## src/rtl/fdd_rotation.sv

```systemverilog
// fdd_rotation: two-drive floppy rotation emulator (angle, index hole, sector, READY).
// Optional macro FDD_READY_SPINUP_EN: READY waits READY_REVS full revolutions after spin start.
module fdd_rotation #(
  parameter int ROT_MS     = 200,
  parameter int INDEX_MS   = 4,
  parameter int SECTORS    = 9,
  parameter int READY_REVS = 2
) (
  input  logic       clk,
  input  logic       reset,
  input  logic       msclk,
  input  logic       USEL,
  input  logic [1:0] motor_run,
  input  logic [1:0] disk_present,
  output logic       INDEXn,
  output logic       READYn,
  output logic [4:0] sector,
  output logic       index_pulse
);

  if (ROT_MS < 2 || ROT_MS > 255 || INDEX_MS >= ROT_MS || SECTORS < 1 || SECTORS > 31 ||
      SECTORS >= ROT_MS || READY_REVS < 1 || READY_REVS > 3) begin : g_param_check
    $error("fdd_rotation: parameter out of range");
  end

  localparam logic [7:0] ROT_LAST = 8'(ROT_MS - 1);
  localparam logic [8:0] ROT_W    = 9'(ROT_MS);
  localparam logic [8:0] SEC_STEP = 9'(SECTORS);
  localparam logic [4:0] SEC_LAST = 5'(SECTORS - 1);
  localparam logic [7:0] IDX_W    = 8'(INDEX_MS);

  logic [1:0]      spin;
  logic [1:0]      idx;
  logic [1:0]      rdy;
  logic [1:0][4:0] sec_all;

  assign spin = motor_run & disk_present;

  for (genvar i = 0; i < 2; i++) begin : g_drive
    logic [7:0] pos;
    logic [7:0] acc;
    logic [4:0] sec;
    logic [8:0] t;

    // Bresenham step: acc carries the fractional sector progress in units of 1/ROT_MS.
    assign t = {1'b0, acc} + SEC_STEP;

    // NOTE: sequential state uses non-blocking assignments so every register samples pre-edge values.
    always_ff @(posedge clk or posedge reset) begin
      if (reset) begin
        pos <= '0;
        acc <= '0;
        sec <= '0;
      end else if (!spin[i]) begin
        pos <= '0;
        acc <= '0;
        sec <= '0;
      end else if (msclk) begin
        if (pos == ROT_LAST) begin
          pos <= '0;
          acc <= '0;
          sec <= '0;
        end else begin
          pos <= pos + 8'd1;
          if (t >= ROT_W) begin
            acc <= 8'(t - ROT_W);
            if (sec != SEC_LAST) sec <= sec + 5'd1;
          end else begin
            acc <= t[7:0];
          end
        end
      end
    end

    assign idx[i]     = spin[i] & (pos < IDX_W);
    assign sec_all[i] = sec;

`ifdef FDD_READY_SPINUP_EN
    localparam logic [1:0] REVS_MAX = 2'(READY_REVS);
    logic [1:0] revs;

    always_ff @(posedge clk or posedge reset) begin
      if (reset) begin
        revs <= '0;
      end else if (!spin[i]) begin
        revs <= '0;
      end else if (msclk && pos == ROT_LAST && revs != REVS_MAX) begin
        revs <= revs + 2'd1;
      end
    end

    assign rdy[i] = spin[i] & (revs == REVS_MAX);
`else
    assign rdy[i] = spin[i];
`endif
  end

  // Outputs follow whichever drive USEL points at; the drives themselves never depend on USEL.
  always_ff @(posedge clk or posedge reset) begin
    if (reset) begin
      INDEXn      <= 1'b1;
      READYn      <= 1'b1;
      sector      <= '0;
      index_pulse <= 1'b0;
    end else begin
      INDEXn      <= ~idx[USEL];
      READYn      <= ~rdy[USEL];
      sector      <= sec_all[USEL];
      index_pulse <= INDEXn & idx[USEL];
    end
  end

endmodule
```

## config.mk

```make
export PLATFORM = sky130hd
export DESIGN_NAME = fdd_rotation
export DESIGN_NICKNAME = d
export VERILOG_FILES = /design/src/rtl/fdd_rotation.sv
export SDC_FILE = /design/constraint.sdc
export NUM_CORES = 1
export LEC_CHECK = 0
export CAP_MARGIN = 20
export CORE_UTILIZATION = 61
export CTS_CLUSTER_SIZE = 12
export DETAILED_ROUTE_END_ITERATION = 8
export PLACE_DENSITY = 0.83
export SYNTH_ARGS = -nofsm -noshare
export SYNTH_HDL_FRONTEND = slang
export SYNTH_SLANG_ARGS = --single-unit
export TNS_END_PERCENT = 1
```

## constraint.sdc

```tcl
create_clock -name clk -period 3 [get_ports clk]
set_clock_uncertainty 0.05 [all_clocks]
set_input_delay 0.45 -clock clk [delete_from_list [all_inputs] [get_ports clk]]
set_output_delay 0.45 -clock clk [all_outputs]
set_load 0.02 [all_outputs]
```

Word level (Yosys, flattened, before mapping)
Index checks and enable logic that the tools add are counted.
{ "totals": {"latchBits": 0, "mem_bits_ro": 0, "ramBits": 0, "regBits": 50, "memories": 0, "output_inout_bits": 8, "inputBits": 8} }
{ "classes": {"n_bitwise": 6, "shift": 0, "mux": 30, "n_lt_le_gt_ge": 5, "mul": 0, "n_div": 0, "n_eq_ne": 10, "n_reduce_logical": 2, "n_addsub": 8} }
{ "op_table": {"columns": ["cell", "n"], "rows": [
  ["$mux 8", 14],
  ["$mux 5", 12],
  ["$add 8x4->9 const B", 2],
  ["$ge 9x8->1 const B", 2],
  ["$add 8x1->8 const B", 2],
  ["$eq 8x8->1 const B", 2],
  ["$lt 8x3->1 const B", 2],
  ["$sub 8x8->8 const B", 2],
  ["$ne 3x1->1 const B", 4],
  ["$add 5x1->5 const B", 2],
  ["$ne 5x4->1 const B", 2],
  ["$reduce_and 3->1", 2],
  ["$mux 1", 4],
  ["$ne 2x2->1 const B", 2],
  ["$and 1x1->1", 3],
  ["$and 2x2->2", 1],
  ["$lt 1x2->1 const B", 1],
  ["$not 1->1", 2]
]} }

Longest topological paths before layout
{ "logic_depth": {"depth_word": 6, "mapped_depth": 10, "mapped_depth_nobuf": 10} }

Worst setup path before layout
No wires, ideal clock.
{ "synth_timing": {"path_kind": "reg2reg", "startpoint": "reg g_drive[1].acc[0]", "endpoint": "reg g_drive[1].sec[2]", "n_path_buf": 0, "path_slack_ns": 0.329, "t_required_ns": 2.870, "arrival_ns": 2.541, "stages_incl_launch_ff": 11, "setup_ns": 0.080, "cell_sequence": "dfrtp_1 -> ha_1 -> a21oi_2 -> xnor2_1 -> ha_1 -> nor2b_1 -> a32oi_2 -> a32oi_1 -> o21a_2 -> or3_4 -> o211ai_2"} }
{ "synth_via": {"elab_chain_len": 4} }
{ "synth_rtl": {"columns": ["item", "line_no", "source"], "rows": [
  ["start: declaration", "41", "logic [7:0] acc;"],
  ["start signal: assignment", "66", "acc <= 8'(t - ROT_W);"],
  ["start signal: assignment", "69", "acc <= t[7:0];"],
  ["$add 8x4->9", "46", "assign t = {1'b0, acc} + SEC_STEP;"],
  ["$ge 9x8->1", "65", "if (t >= ROT_W) begin"],
  ["$ne 3x1->1 (no line)", null, null],
  ["$reduce_and 3->1 (no line)", null, null],
  ["end signal: assignment", "67", "if (sec != SEC_LAST) sec <= sec + 5'd1;"],
  ["end: declaration", "42", "logic [4:0] sec;"]
]} }
No other way between the ends.
A chain may end at the register's enable or synchronous reset.

Worst setup path in the final report
Ends and elaborated chain as after synthesis.

==> metrics.md <==
| Metric | Value |
|---|---|
| Final worst-path cycle share | 0.948 |
| Post-placement cell area | 3490 um^2 |
| Layout cell share with drive strength beyond 1 | 0.119 |
| Register area share after synthesis | 0.381 |
| Post-synthesis sequential element count | 50 |
| Die Width | 75.4 um |
| Layout Utilization | 0.707 |
| ANT cells | 0 |
| Port Buf Inserts | 15 |
| Skew-Pair Late Insertion Delay | 300 ps |
| Pins Over Slew Limit | 0 |
| Max Fclk | 352 MHz |
| Clk root buf | clkbuf_8 |
| Asr flop ratio synth | 1.00 |
| Initial antenna violation count | 0 |
| Cts bufs inserted | 5 |
| Worst r2r path cells | 10 |
| Vias in the first global route | 2651 |
| Die Span Y | 75.4 um |
| Top Metal Used | met4 |
| Capture point of the critical path | g_drive[1].sec[2] |
| LEAKAGE | 1.52 nW |
| Initial DRT Pass Iterations | 5 |
| DR WL/cell | 16.2 um |
| FP Rows | 26 |
| Worst-margin pin slew | 782 ps |
| Final instance area | 3630 um^2 |
| Sink Count | 50 |
| Startpoint types | flop |
| Post-synth EDFFs | 0 |
| Area Overhead vs Synth | 10.4% |
| Kind of critical path | reg2reg |
| Synth cell types | between 60 and 70 |
| HPWL Detailed | 5110 um |
| Routed Antenna Nets | 0 |
| Largest net degree at the start of global routing | approximately 50 |
| Top_reg_cell synth | dfrtp_1 |
| Crit path DAT | roughly 3000 ps |
| Cell Count Post-Placement | 448 |
| Metal2 WL | 3310 um |
| Initial core utilization | 0.640 |
| Die ar. | 5690 um^2 |
| Hold Vio Cnt, Final | 0 |
| Setup tns final | 0 ps |
| DRC | 0 |
| CP max FO | 8 |
| Met3 routed WL | 425 um |
| Grt ovf | 0 |
| Synth Cell Area | between 3000 and 4000 um^2 |
| Hold WC Path Type | reg2reg |
| PD cells | 360 nW/um^2 |
| Max_slew headroom | 0.477 |
| Fin cells | approximately 460 |
| Crit. End Element | flop |
| Syn nets | 392 |
| Flop2flop setup slack | 160 ps |
| I/O pin total | 16 |
| Hold slack | between 400 and 500 ps |
| Reg-to-Reg End | g_drive[1].sec[2] |
| CTS Buffer Depth | 2 |
| Launch point of the worst path | g_drive[1].acc[0] |
| Outcome | complete, no violations |
| CTS H-Tree Depth | 2 |
| Core Region | 5140 um^2 |
| Peak supply drop | 253 uV |
| Routed vias | 2971 |
| Yosys warning total | 0 |
| Top post-synthesis cells by area | dfrtp_1 (37%), nand2_1 (6.2%), o21ai_0 (5.3%) |
| Met1 WL | ~3500 um |
| Fin nets | 403 |
| GR Util All Layers | 0.274 |
| Final setup fails | 0 |
| Post-layout min period | 2840 ps |
| First-pass GRT wire length | 12000 um |
| R2R Path Start | g_drive[1].acc[0] |
| Worst EP required | 3180 ps |
| Clk pin slew, worst setup/hold paths | 90 ps |
| DR vias/cell | 6.52 |
| TritonCTS clock tree | done |
| Drt first-iter violations | ~310 |
| Syn Area/Cell | 8.80 um^2 |
| Cell accounting for the most synthesized area | dfrtp_1 |
| GPL Wtd Cong | 0.951 |
| Total routed wirelength | ~7400 um |
| Share of the synthesized area in the top cell type | 0.365 |
| Max_cap viols | 0 |
| Post-CTS Setup Bufs | 0 |
| Filler cell count | roughly 430 |
| Mapped Cells | about 370 |
==> cells by family (layout without fill, tap and decap cells) <==
kind of cell	after synthesis	after routing	synth area share
simple gates	143	143	0.216
compound gates	117	117	0.262
flops	50	50	0.381
buf+inv	35	47	0.0494
xor+xnor	12	12	0.0319
fa+ha+maj	10	10	0.0380
mux	7	7	0.0224
==> what timing repair did <==
| item | CTS | global route |
|---|---|---|
| endpoints found under the setup margin | 0 | 12 |
| hold buffers | 0 | 0 |
| gates resized for setup | 0 | 6 |
==> metal layers <==
metal,global-route usage,up-vias
met3,0.0503,11
met4,0.0741,0
met2,0.423,97
met5,0,-
li1,-,1411
met1,0.398,1452
==> worst min path at each step <==
stage	endpoint	slack, ps	depth (start not counted)	start
final	g_drive[1].pos[7]	470	1	g_drive[1].pos[7]
after global routing	g_drive[1].pos[7]	490	1	g_drive[1].pos[7]
after CTS	g_drive[1].pos[7]	470	1	g_drive[1].pos[7]
after detailed placement	index_pulse	460	1	INDEXn
after global placement	g_drive[1].pos[7]	440	1	g_drive[1].pos[7]
after floorplan	g_drive[1].pos[7]	410	1	g_drive[1].pos[7]
==> layout by cell type (no fill, tap or decap), types with 3 or more instances in the layout <==
master	n
a31oi_1	16
nor2_1	20
and3_1	14
inv_1	14
nand4_1	10
a211oi_1	3
nor3_1	9
o21ai_0	35
a21oi_1	8
nand3_1	15
a32oi_1	3
dfrtp_1	48
mux2_2	3
ha_1	9
a32o_1	4
nor2b_1	3
xor2_1	4
xnor2_1	8
clkbuf_8	5
buf_4	9
nand2_1	54
o22ai_1	3
o211ai_1	6
mux2i_1	4
clkdlybuf4s50_1	15
and2_1	4
a21o_1	5
==> worst max-delay path: stages (launching register included) <==
cell and delay (ps):
dfrtp_1 480, ha_2 260, a21oi_4 210, xnor2_1 90
ha_1 230, nor2b_1 160, a32oi_2 270, a32oi_1 150
o21a_2 290, or3_4 420, o211ai_2 150
==> synthesized netlist by cell type (5+ instances only) <==
master and number:
ha_1 10, o211ai_1 6, and3_1 14, nor2_1 20
a21o_1 5, nor3_1 9, dfrtp_1 48, a31oi_1 16
buf_2 6, a21oi_1 10, xnor2_1 8, nand2_1 54
clkbuf_1 10, o21ai_0 35, inv_1 15, nand4_1 10
nand3_1 15
==> report_power, final <==
part / leakage [nW] / internal, W / switching (W)
Sequential: 0.687 / 0.000685 / 0.0000176
Combinational: 0.779 / 0.0000530 / 0.0000794
Clock: 0.0514 / 0.000249 / 0.000223
Total: 1.52 / 0.000987 / 0.000320
==> flip-flops by register name (all words and copies together), names as in the netlist <==
register     flops
INDEXn           1
READYn           1
g_drive.acc     16
g_drive.pos     16
g_drive.sec     10
index_pulse      1
sector           5
==> through the flow <==
stage | power [W] | worst slack, ps
after global routing | 0.00136 | -2.48
after CTS | 0.00131 | 47.6
after floorplan | 0.000802 | 329
after global placement | 0.000843 | 154
final | 0.00131 | 156
after detailed placement | 0.000846 | 80.2
==> layout make-up <==
class	count	area [um^2]	share of cell area
multi-input cells	289	1910	0.525
flip-flops and latches	50	1250	0.345
repair buffers	24	218	0.0599
well taps	70	87.6	0.0241
clock buffers	6	72.6	0.0200
inverters	15	56.3	0.0155
clock inverters	2	37.5	0.0103
No activity file was read; power rests on OpenSTA's default activity.
